**src/rtl/uart_pkg.sv**
```systemverilog
// -----------------------------------------------------------------------------
// uart_pkg
// Shared definitions for the UART receive packet framer: FSM state encoding,
// err_code values, the default start-of-frame marker and the modulo-256
// checksum helper.
// No ports (package).
// -----------------------------------------------------------------------------
package uart_pkg;

    localparam logic [1:0] ST_HUNT    = 2'd0;
    localparam logic [1:0] ST_LEN     = 2'd1;
    localparam logic [1:0] ST_PAYLOAD = 2'd2;
    localparam logic [1:0] ST_CSUM    = 2'd3;

    typedef enum logic [1:0] {
        HUNT    = ST_HUNT,
        LEN     = ST_LEN,
        PAYLOAD = ST_PAYLOAD,
        CSUM    = ST_CSUM
    } pkt_state_t;

    localparam logic [1:0] ERR_CSUM    = 2'd0;
    localparam logic [1:0] ERR_LEN     = 2'd1;
    localparam logic [1:0] ERR_TIMEOUT = 2'd2;

    localparam logic [7:0] SOF_DEFAULT = 8'hA5;

    // Running checksum: plain 8-bit add, carry discarded.
    function automatic logic [7:0] csum_add(input logic [7:0] a, input logic [7:0] b);
        return a + b;
    endfunction

endpackage

```
**src/rtl/uart_rx_pkt_timeout.sv**
```systemverilog
// -----------------------------------------------------------------------------
// uart_rx_pkt_timeout
// Inter-byte timeout counter for the packet framer. Only instantiated when
// UART_RX_PKT_TIMEOUT_EN is defined.
// Ports:
//   clk     in  1  system clock
//   reset   in  1  synchronous, active-high reset
//   clear   in  1  a byte is captured this cycle: restart the count
//   run     in  1  framer is inside a frame (busy)
//   freeze  in  1  consumer backpressure: hold the count
//   expire  out 1  count reached TIMEOUT_CYCLES-1 this cycle
// -----------------------------------------------------------------------------
module uart_rx_pkt_timeout #(
    parameter int TIMEOUT_CYCLES = 1000000
) (
    input  logic clk,
    input  logic reset,
    input  logic clear,
    input  logic run,
    input  logic freeze,
    output logic expire
);

    localparam int CW = (TIMEOUT_CYCLES > 1) ? $clog2(TIMEOUT_CYCLES) : 1;
    localparam logic [CW-1:0] LAST = CW'(TIMEOUT_CYCLES - 1);

    logic [CW-1:0] count;

    // Idle or freshly captured byte restarts the count; backpressure holds it.
    always_ff @(posedge clk) begin
        if (reset) begin
            count <= '0;
        end else if (clear || !run) begin
            count <= '0;
        end else if (freeze) begin
            count <= count;
        end else if (count == LAST) begin
            count <= '0;
        end else begin
            count <= count + 1'b1;
        end
    end

    assign expire = run && !clear && !freeze && (count == LAST);

endmodule

```
**src/rtl/uart_rx_pkt_ctrl.sv**
```systemverilog
// -----------------------------------------------------------------------------
// uart_rx_pkt_ctrl
// Pops bytes from the UART RX FIFO and frames them as SOF, LEN, LEN payload
// bytes, CSUM. Payload is streamed over valid/ready; each frame ends with a
// one-cycle pkt_ok or pkt_err pulse. The checksum covers LEN, payload and
// CSUM and must total 8'h00 modulo 256.
// Optional feature: define UART_RX_PKT_TIMEOUT_EN to add an inter-byte
// timeout (err_code 2) and the TIMEOUT_CYCLES parameter.
// Ports:
//   clk        in  1  system clock
//   reset      in  1  synchronous, active-high reset
//   rx_rdy     in  1  RX FIFO not empty
//   rx_data    in  8  FIFO read data, valid the cycle after next_rx
//   next_rx    out 1  one-cycle FIFO pop strobe
//   pkt_data   out 8  payload byte
//   pkt_valid  out 1  pkt_data valid
//   pkt_ready  in  1  consumer accepts on pkt_valid && pkt_ready
//   pkt_last   out 1  final payload byte of the frame
//   pkt_ok     out 1  pulse: frame complete, checksum good
//   pkt_err    out 1  pulse: frame aborted or bad checksum
//   err_code   out 2  reason for pkt_err; holds between errors
//   busy       out 1  high whenever the FSM is not hunting for SOF
// -----------------------------------------------------------------------------
module uart_rx_pkt_ctrl
    import uart_pkg::*;
#(
    parameter logic [7:0] SOF_BYTE = SOF_DEFAULT,
    parameter int         MAX_LEN  = 64
`ifdef UART_RX_PKT_TIMEOUT_EN
    ,
    parameter int         TIMEOUT_CYCLES = 1000000
`endif
) (
    input  logic       clk,
    input  logic       reset,
    input  logic       rx_rdy,
    input  logic [7:0] rx_data,
    output logic       next_rx,
    output logic [7:0] pkt_data,
    output logic       pkt_valid,
    input  logic       pkt_ready,
    output logic       pkt_last,
    output logic       pkt_ok,
    output logic       pkt_err,
    output logic [1:0] err_code,
    output logic       busy
);

    localparam logic [7:0] MAX_LEN_B = 8'(MAX_LEN);

    pkt_state_t state;
    logic       cap;        // rx_data holds the byte popped last cycle
    logic [7:0] sum;
    logic [7:0] remaining;
    logic       accept;
    logic       need_byte;
    logic       pop_go;
    logic       expire;

    assign accept = pkt_valid && pkt_ready;

`ifdef UART_RX_PKT_TIMEOUT_EN
    uart_rx_pkt_timeout #(
        .TIMEOUT_CYCLES (TIMEOUT_CYCLES)
    ) u_timeout (
        .clk    (clk),
        .reset  (reset),
        .clear  (cap),
        .run    (busy),
        .freeze (pkt_valid && !pkt_ready),
        .expire (expire)
    );
`else
    assign expire = 1'b0;
`endif

    // Whether the current state wants another byte. In PAYLOAD the held byte
    // must be accepted first, so an accept this cycle unblocks the next pop.
    always_comb begin
        need_byte = 1'b0;
        case (state)
            HUNT, LEN, CSUM: need_byte = 1'b1;
            PAYLOAD:         need_byte = !pkt_valid || pkt_ready;
            default:         need_byte = 1'b0;
        endcase
    end

    // A pop is outstanding from the strobe cycle until the capture cycle.
    assign pop_go = rx_rdy && need_byte && !next_rx && !cap && !expire;

    // Framer FSM with registered outputs.
    always_ff @(posedge clk) begin
        if (reset) begin
            state     <= HUNT;
            cap       <= 1'b0;
            sum       <= 8'h00;
            remaining <= 8'h00;
            next_rx   <= 1'b0;
            pkt_data  <= 8'h00;
            pkt_valid <= 1'b0;
            pkt_last  <= 1'b0;
            pkt_ok    <= 1'b0;
            pkt_err   <= 1'b0;
            err_code  <= 2'd0;
            busy      <= 1'b0;
        end else begin
            next_rx <= pop_go;
            cap     <= next_rx;
            pkt_ok  <= 1'b0;
            pkt_err <= 1'b0;
            if (expire) begin
                // Abandon the frame, including any byte the consumer still holds.
                state     <= HUNT;
                busy      <= 1'b0;
                pkt_err   <= 1'b1;
                err_code  <= ERR_TIMEOUT;
                pkt_valid <= 1'b0;
                pkt_last  <= 1'b0;
            end else if (accept) begin
                pkt_valid <= 1'b0;
                pkt_last  <= 1'b0;
                remaining <= remaining - 8'd1;
                if (remaining == 8'd1) begin
                    state <= CSUM;
                end else begin
                    state <= PAYLOAD;
                end
            end else if (cap) begin
                case (state)
                    HUNT: begin
                        if (rx_data == SOF_BYTE) begin
                            state <= LEN;
                            busy  <= 1'b1;
                        end else begin
                            state <= HUNT;
                        end
                    end
                    LEN: begin
                        sum       <= rx_data;
                        remaining <= rx_data;
                        if (rx_data == 8'd0) begin
                            state <= CSUM;
                        end else if (rx_data > MAX_LEN_B) begin
                            state    <= HUNT;
                            busy     <= 1'b0;
                            pkt_err  <= 1'b1;
                            err_code <= ERR_LEN;
                        end else begin
                            state <= PAYLOAD;
                        end
                    end
                    PAYLOAD: begin
                        pkt_data  <= rx_data;
                        pkt_valid <= 1'b1;
                        pkt_last  <= (remaining == 8'd1);
                        sum       <= csum_add(sum, rx_data);
                    end
                    CSUM: begin
                        if (csum_add(sum, rx_data) == 8'h00) begin
                            pkt_ok <= 1'b1;
                        end else begin
                            pkt_err  <= 1'b1;
                            err_code <= ERR_CSUM;
                        end
                        state <= HUNT;
                        busy  <= 1'b0;
                    end
                    default: begin
                        state <= HUNT;
                        busy  <= 1'b0;
                    end
                endcase
            end else begin
                state <= state;
            end
        end
    end

endmodule

```
**config.mk**
```make
export PLATFORM = sky130hd
export DESIGN_NAME = uart_rx_pkt_ctrl
export DESIGN_NICKNAME = d
export VERILOG_FILES = /design/src/rtl/uart_pkg.sv /design/src/rtl/uart_rx_pkt_timeout.sv /design/src/rtl/uart_rx_pkt_ctrl.sv
export SDC_FILE = /design/constraint.sdc
export NUM_CORES = 1
export LEC_CHECK = 0
export ABC_CLOCK_PERIOD_IN_PS = 2730
export CAP_MARGIN = 0
export CORE_MARGIN = 1
export CORE_UTILIZATION = 45
export CTS_CLUSTER_DIAMETER = 60
export DETAILED_ROUTE_END_ITERATION = 6
export PLACE_DENSITY = 0.69
export SLEW_MARGIN = 20
export SYNTH_ARGS = -nofsm -noshare
export SYNTH_HDL_FRONTEND = slang
export SYNTH_SLANG_ARGS = --single-unit
```
**constraint.sdc**
```tcl
create_clock -name clk -period 2.73 [get_ports clk]
set_input_delay 0.273 -clock clk [delete_from_list [all_inputs] [get_ports clk]]
set_output_delay 0.273 -clock clk [all_outputs]
set_load 0.02 [all_outputs]
```
==> flow_summary.json, run 1 <==
{
  "status": "complete, no violations",
  "hold_viol": 0,
  "crit_slowest_cell": "clkdlybuf4s50_1",
  "yosys.area.top_type": "dfxtp_1",
  "place.port_buffers": 26,
  "gr-total-overflow": 0,
  "clock_sinks": 34,
  "crit_path_end": "err_code[0]",
  "clkLatencyLatePin_ns": 0.30,
  "synthTopCellsByArea": "dfxtp_1 34%, ha_1 8.1%, a21oi_1 7.0%",
  "drtIter0Drc": 114,
  "whs_ns": 0.456,
  "ys.flop_type": "dfxtp_1",
  "cts_hold_buffers": 0,
  "reg2reg_slack_ns": 0.42,
  "row_count": 23,
  "design_area_mm2": 0.00245,
  "grt_pass1_vias": 1831,
  "core_mm2": 0.00414,
  "ys_seq_elements": 34,
  "io_pins": 28,
  "wl_per_cell_um": 15.1,
  "drv_cap": 0,
  "routed-via-count": 1956,
  "min_path_type": "register to register",
  "crit_family": "compound AO/OA/AOI/OAI gates",
  "cp-startpoint": "rx_data[0]",
  "syn-num-nets": 275,
  "final-max-slew-violation-count": 0,
  "worst_hold_startpoint": "pkt_data[0]",
  "required_ns": 2.93,
  "ant_nets": 0,
  "combPwrFrac_pct": 10.7,
  "post_cts_resized": 0,
  "grt_max_degree": 16,
  "cts_max_path_buffers": 2,
  "reg2reg_from": "sum[0]",
  "setup_viol": 0,
  "worst_pin_slew_ns": 0.568,
  "dpl_cell_area_mm2": 0.00234,
  "peakVddDrop_mv": 0.311,
  "area.growth.synth_to_final_pct": 22.0,
  "rsz0062_at_grt": "no",
  "power_density_mw_per_mm2": 449,
  "yosysWarnings": 0,
  "p_total_mw": 1.10,
  "pwr-share-clk_pct": 43.5,
  "clock_skew_ns": 0.0100,
  "grt_pass1_wl_mm": 8.62,
  "period_share_pct": 88.5,
  "layout-drive-gt1-share_pct": 8.87,
  "cp_slowest_stage_delay_ns": 0.42,
  "cts_tree": "done",
  "r2r_end": "err_code[0]",
  "gp_congestion": 0.902,
  "die_y_um": 68.8,
  "path_max_fanout": 4,
  "p_int_mw": 0.823,
  "dieWidth_um": 68.8,
  "place_hpwl_mm": 3.64,
  "period_needed_ns": 2.42,
  "die_area_mm2": 0.00474,
  "path_cells": "clkdlybuf4s50_1 -> ha_1 -> fa_1 -> a211o_1 -> and3_1 -> o311ai_2 -> nor2_1 -> a31o_2",
  "cp-end-kind": "register",
  "fmax_mhz": 414,
  "slew_headroom_pct": 62.0,
  "numCtsBuffers": 5,
  "p_seq_share_pct": 45.8,
  "p_leak_nw": 0.915,
  "p_sw_mw": 0.278,
  "worstPathArrival_ns": 2.61,
  "finalWirelength_mm": 5.00,
  "cts_root_buffer": "clkbuf_8",
  "worst-r2r-cell-count": 7,
  "synth.top_cell.area_share_pct": 33.9,
  "first_pass_iters": 4,
  "syn-instance-count": 249,
  "n_antenna_cell": 0,
  "initial_utilization_pct": 48.5,
  "layout_commonest_cell": "dfxtp_1",
  "synth-async-reset-ratio_pct": 0,
  "switching_share_pct": 25.2,
  "layout.cells.most_common_list": "34 x dfxtp_1, 31 x nand2_1, 28 x a21oi_1",
  "grt_usage_pct": 25.0,
  "drc_errors": 0,
  "mappedNetlistArea_mm2": 0.00201,
  "yosysUniqueCellTypes": 48,
  "ctsHtreeMaxLevel": 2,
  "post_cts_buffers": 0,
  "synth.avg_cell_area_um2": 8.07,
  "nets": 307,
  "vias_per_cell": 5.89,
  "start_kind": "input pin",
  "antenna_found_initial": 0,
  "crit_buf_inv": 1,
  "cp.depth": 8,
  "path_clk_slew_ns": 0.08,
  "path_class": "input pin to register",
  "ys_seq_area_share_pct": 33.9,
  "synth_edf_count": 0
}
## final cells by class
type	count	area [µm²]
Fill cell	408	1690
Multi-Input combinational cell	193	1220
Sequential cell	34	681
Timing Repair Buffer	35	328
Clock buffer	5	68.8
Tap cell	50	62.6
Clock inverter	3	45.0
Inverter	12	45.0
## flip-flops by register name, summed over array words and instances (netlist names), 2 cells and up
register	count
pkt_data	8
remaining	8
sum	8
state	2
## through the flow
step                TNS [ns]  setup slack (ns)  util [%]  instances
CTS                        0             0.306      59.2        332
global placement           0            0.0544      56.4        324
global route               0             0.194      59.2        332
finish                     0             0.314      59.2        332
detailed placement  -0.00762          -0.00762      56.4        324
floorplan                  0             0.596         -        249
## power by group through the flow
stage	logic, mW	registers, mW	clock network, mW
3_3_place_gp	0.116	0.516	0
2_1_floorplan	0.0647	0.516	0
3_5_place_dp	0.117	0.516	0
4_1_cts	0.118	0.504	0.481
5_1_grt	0.131	0.505	0.506
6_report	0.118	0.504	0.479
## routing by layer
layer	vias up	routed length, µm	track usage (%)
met5	-	0	0
met4	0	51	6.38
met3	5	265	6.41
met2	44	2320	42.0
met1	929	2360	31.6
li1	978	-	-
## worst register-to-register path: stages (launching register included)
cell      delay, ns
dfxtp_1        0.32
ha_1           0.20
fa_1           0.41
a211o_1        0.30
and3_1         0.21
o311ai_2       0.42
nor2_1         0.10
a31o_2         0.24
## cells in the mapped netlist, drive strengths merged (2+ instances only)
library cell,count
a31oi,4
or2,2
nor3b,4
dfxtp,34
inv,12
nand4,3
ha,13
nor3,8
o311ai,3
buf,5
and2,2
or3,4
clkbuf,5
nor4,4
and3,5
a221oi,3
mux2i,4
nand2b,2
xor2,3
a211o,2
nand3b,2
or4b,2
or4,2
nand3,7
nor2,20
nor2b,2
o21ai,12
a21oi,28
nand2,31
a211oi,8
## worst min path at each step
stage,slack (ns),depth (start not counted),end
finish,0.46,2,pkt_data[0]
global route,0.47,2,pkt_data[0]
CTS,0.46,2,pkt_data[3]
detailed placement,0.45,2,pkt_data[3]
global placement,0.44,2,pkt_data[1]
floorplan,0.41,2,pkt_data[0]
## cells by family (layout without fill, tap and decap cells)
kind of cell / count (synthesis) / in the layout / share of synthesized area, %
AND/OR/NAND/NOR: 101 / 101 / 25.8
AO/OA/AOI/OAI: 70 / 70 / 22.5
flip-flops: 34 / 34 / 33.9
buffers and inverters: 22 / 55 / 5.29
adder cells (fa/ha/maj): 14 / 14 / 9.09
multiplexers: 4 / 4 / 1.99
XOR/XNOR: 3 / 3 / 1.31
other: 1 / 1 / 0.187
Power figures use the tool's default switching activity.
==> inputs of run 2 (changes only) <==
--- a/config.mk
+++ b/config.mk
@@ -7,12 +7,11 @@
 export LEC_CHECK = 0
 export ABC_CLOCK_PERIOD_IN_PS = 2730
 export CAP_MARGIN = 0
-export CORE_MARGIN = 1
+export CORE_MARGIN = 3
 export CORE_UTILIZATION = 45
 export CTS_CLUSTER_DIAMETER = 60
 export DETAILED_ROUTE_END_ITERATION = 6
 export PLACE_DENSITY = 0.69
-export SLEW_MARGIN = 20
 export SYNTH_ARGS = -nofsm -noshare
 export SYNTH_HDL_FRONTEND = slang
 export SYNTH_SLANG_ARGS = --single-unit
==> flow_summary.json, run 2 (synthesized netlist as in run 1, its figures left out) <==
{
  "grt_pass1_vias": 1795,
  "reg2reg_from": "sum[0]",
  "reg_top3": "pkt_data x8, remaining x8, sum x8",
  "dr_wl_met2_mm": 2.31,
  "crit_slowest_cell": "clkdlybuf4s50_1",
  "cp-end-kind": "register",
  "dieWidth_um": 72.8,
  "worstPathArrival_ns": 2.61,
  "place.port_buffers": 26,
  "dp.cells": 323,
  "hold_viol": 0,
  "antenna_found_initial": 0,
  "met1Wirelength_mm": 2.30,
  "grt_max_degree": 24,
  "area.growth.synth_to_final_pct": 20.1,
  "post_cts_buffers": 0,
  "drc_errors": 0,
  "tns_ns": 0,
  "p_total_mw": 0.985,
  "place_hpwl_mm": 3.62,
  "reg2reg_slack_ns": 0.42,
  "wl_per_cell_um": 14.9,
  "worst_pin_slew_ns": 0.534,
  "nets": 306,
  "clock_sinks": 34,
  "initial_utilization_pct": 48.5,
  "p_leak_nw": 0.903,
  "clock_skew_ns": 0.00507,
  "die_y_um": 72.8,
  "required_ns": 2.90,
  "layout_commonest_cell": "dfxtp_1",
  "crit_buf_inv": 1,
  "path_max_fanout": 4,
  "wl_met3_um": 221,
  "setup_viol": 0,
  "die_area_mm2": 0.00530,
  "cp.depth": 8,
  "routed-via-count": 1913,
  "drtIter0Drc": 145,
  "crit_family": "compound AO/OA/AOI/OAI gates",
  "cts_root_buffer": "clkbuf_8",
  "cts_hold_buffers": 0,
  "worst-r2r-cell-count": 7,
  "cts_tree": "done",
  "first_pass_iters": 5,
  "cts_max_path_buffers": 2,
  "power_density_mw_per_mm2": 408,
  "drv_cap": 0,
  "start_kind": "input pin",
  "fill_cells": 407,
  "path_clk_slew_ns": 0.06,
  "period_share_pct": 89.3,
  "core_mm2": 0.00414,
  "row_count": 23,
  "numCtsBuffers": 5,
  "cp_slowest_stage_delay_ns": 0.42,
  "r2r_end": "err_code[0]",
  "period_needed_ns": 2.44,
  "io_pins": 28,
  "grt_usage_pct": 19.8,
  "path_class": "input pin to register",
  "grt_pass1_wl_mm": 8.31,
  "gp_congestion": 0.840,
  "ant_nets": 0,
  "gr-total-overflow": 0,
  "final-max-slew-violation-count": 0,
  "crit_path_end": "err_code[0]",
  "routed.top_layer": "met4",
  "cp-startpoint": "rx_data[0]",
  "multi_input_area_mm2": 0.00122,
  "status": "complete, no violations",
  "layout-drive-gt1-share_pct": 7.89,
  "slew_headroom_pct": 64.4,
  "peakVddDrop_mv": 0.255,
  "layout.cells.most_common_list": "34 x dfxtp_1, 31 x nand2_1, 28 x a21oi_1",
  "min_path_type": "register to register",
  "fmax_mhz": 410,
  "fin_cells": 329,
  "n_antenna_cell": 0,
  "post_cts_resized": 0,
  "finalWirelength_mm": 4.91,
  "vias_per_cell": 5.81,
  "ctsHtreeMaxLevel": 2,
  "seq_area_um2": 681,
  "path_cells": "clkdlybuf4s50_1 -> ha_1 -> fa_1 -> a211o_1 -> and3_1 -> o311ai_2 -> nor2_1 -> a31o_2",
  "clkLatencyLatePin_ns": 0.28,
  "rsz0062_at_grt": "no"
}
-- run 2: worst min path at each step --
stage               slack, ns  depth (start not counted)         from     endpoint
detailed placement       0.45                          2  pkt_data[2]  pkt_data[2]
finish                   0.45                          2  pkt_data[2]  pkt_data[2]
CTS                      0.45                          2  pkt_data[2]  pkt_data[2]
global placement         0.44                          2  pkt_data[0]  pkt_data[0]
global route             0.47                          2  pkt_data[2]  pkt_data[2]
floorplan                0.41                          2   rx_data[0]  pkt_data[0]
-- run 2: where the power goes --
group	switching, mW	internal (mW)
clock network	0.170	0.194
registers	0.00458	0.500
logic	0.0650	0.0504
-- run 2: layout make-up --
type	count	area share [%]
inverters	12	1.87
multi-input cells	193	50.6
clock buffers	6	3.42
well taps	50	2.59
repair buffers	34	13.3
flip-flops and latches	34	28.2
-- run 2: worst min-delay path: stages (launching register included) --
cell and delay (ns):
dfxtp_1 0.31, nand2_1 0.05, a21oi_1 0.05
-- run 2: per-layer routing --
| metal | up-vias | track usage [%] |
|---|---|---|
| met5 | - | 0 |
| met3 | 9 | 3.44 |
| met2 | 53 | 31.3 |
| met1 | 882 | 27.5 |
| met4 | 0 | 5.74 |
| li1 | 969 | - |
-- run 2: through the flow --
stage                     util, %  area [µm²]  hold WS [ns]  worst slack [ns]
after floorplan                 -        2010         0.409             0.596
after global placement       56.3        2330         0.441            0.0374
after detailed placement     56.3        2330         0.446            0.0158
after CTS                    58.2        2410         0.455             0.300
after global routing         58.2        2410         0.465             0.139
final                        58.2        2410         0.451             0.293
==> inputs of run 3 (changes only) <==
--- a/config.mk
+++ b/config.mk
@@ -9,6 +9,7 @@
 export CAP_MARGIN = 0
 export CORE_MARGIN = 3
 export CORE_UTILIZATION = 45
+export CTS_BUF_LIST = sky130_fd_sc_hd__clkbuf_16
 export CTS_CLUSTER_DIAMETER = 60
 export DETAILED_ROUTE_END_ITERATION = 6
 export PLACE_DENSITY = 0.69
==> flow_summary.json, run 3 (synthesized netlist as in run 1, its figures left out) <==
{
  "status": "complete, no violations",
  "dieWidth_um": 72.8,
  "row_count": 23,
  "numCtsBuffers": 5,
  "slew_headroom_pct": 62.3,
  "tns_ns": 0,
  "n_antenna_cell": 0,
  "design_area_mm2": 0.00246,
  "antenna_found_initial": 0,
  "layout-drive-gt1-share_pct": 7.53,
  "vias_per_cell": 5.81,
  "drc_errors": 0,
  "core_mm2": 0.00414,
  "final-max-slew-violation-count": 0,
  "min_path_type": "register to register",
  "period_share_pct": 89.5,
  "gr-total-overflow": 0,
  "grt-busiest-layer": "met2",
  "grt_pass1_vias": 1829,
  "setup_viol": 0,
  "clock_skew_ns": 0.00211,
  "die_y_um": 72.8,
  "initial_utilization_pct": 48.5,
  "io_pins": 28,
  "cts_tree": "done",
  "path_class": "input pin to register",
  "gp_congestion": 0.840,
  "ctsHtreeMaxLevel": 2,
  "finalWirelength_mm": 5.00,
  "worst-r2r-cell-count": 7,
  "hold_depth": 2,
  "area.growth.synth_to_final_pct": 22.4,
  "rsz0062_at_grt": "no",
  "post_cts_buffers": 0,
  "routed-via-count": 1913,
  "layout_commonest_cell": "dfxtp_1",
  "first_pass_iters": 4,
  "worstPathArrival_ns": 2.61,
  "nets": 306,
  "drtIter0Drc": 114,
  "grt_use_met1_pct": 27.4,
  "grt_max_degree": 24,
  "drv_cap": 0,
  "post_cts_resized": 0,
  "cts_root_buffer": "clkbuf_16",
  "place.port_buffers": 26,
  "grt_usage_pct": 20.2,
  "fmax_mhz": 409,
  "peakVddDrop_mv": 0.300,
  "path_clk_slew_ns": 0.05,
  "grt_pass1_wl_mm": 8.40,
  "clkLatencyLatePin_ns": 0.28,
  "ant_nets": 0,
  "p_leak_nw": 0.923,
  "dpl_cell_area_mm2": 0.00233,
  "hold_viol": 0,
  "worst_pin_slew_ns": 0.563,
  "cts_max_path_buffers": 2,
  "die_area_mm2": 0.00530,
  "reg2reg_slack_ns": 0.43,
  "reg_top3": "pkt_data x8, remaining x8, sum x8",
  "clock_sinks": 34,
  "cts_hold_buffers": 0,
  "place_hpwl_mm": 3.62,
  "start_kind": "input pin",
  "use_met2_pct": 32.3,
  "required_ns": 2.90,
  "cp-end-kind": "register",
  "wl_per_cell_um": 15.2,
  "power_density_mw_per_mm2": 464,
  "path_max_fanout": 4,
  "layout.cells.most_common_list": "34 x dfxtp_1, 31 x nand2_1, 28 x a21oi_1",
  "grt_use_met3_pct": 3.31,
  "period_needed_ns": 2.44,
  "fill_cells": 398
}
## run 3: cell count changes in the layout (fill, tap and decap cells not counted)
cell and change:
clkbuf_16 +5, clkbuf_8 -6, clkinv_1 +1
## run 3: power by group
group | leakage, nW | total [mW] | switching, mW | internal [mW]
clock network | 0.0632 | 0.520 | 0.196 | 0.324
registers | 0.274 | 0.506 | 0.00459 | 0.501
logic | 0.586 | 0.116 | 0.0654 | 0.0504
## run 3: final timing paths
path                                   from           to
worst max register to register       sum[0]  err_code[0]
worst min register to register  pkt_data[2]  pkt_data[2]
worst max-delay path             rx_data[0]  err_code[0]
worst min-delay path            pkt_data[2]  pkt_data[2]
## run 3: per-stage QoR
step                      setup slack (ns)  hold WS (ns)  utilization, %  instances  power (mW)
after floorplan                      0.596         0.409               -        249       0.581
after global placement              0.0374         0.441            56.3        323       0.630
after detailed placement            0.0158         0.446            56.3        323       0.631
after CTS                            0.289         0.453            59.4        329        1.15
after global routing                 0.126         0.463            59.4        329        1.18
final                                0.286         0.449            59.4        329        1.14
## run 3: critical path, cell delays in order
cell,delay [ns]
clkdlybuf4s50_1,0.42
ha_1,0.24
fa_1,0.40
a211o_1,0.30
and3_1,0.21
o311ai_2,0.43
nor2_1,0.10
a31o_2,0.24
## run 3: final cells by class
| class | instances | area, µm² | share of cell area (%) |
|---|---|---|---|
| clock buffers | 5 | 125 | 5.09 |
| well taps | 50 | 62.6 | 2.54 |
| inverters | 12 | 45.0 | 1.83 |
| flip-flops and latches | 34 | 681 | 27.7 |
| clock inverters | 1 | 3.75 | 0.153 |
| multi-input cells | 193 | 1220 | 49.7 |
| repair buffers | 34 | 320 | 13.0 |
## run 3: metal layers
metal / up-vias / wire (µm)
met5: - / 0
met4: 0 / 83
met3: 9 / 240
met2: 56 / 2290
met1: 877 / 2390
li1: 971 / -
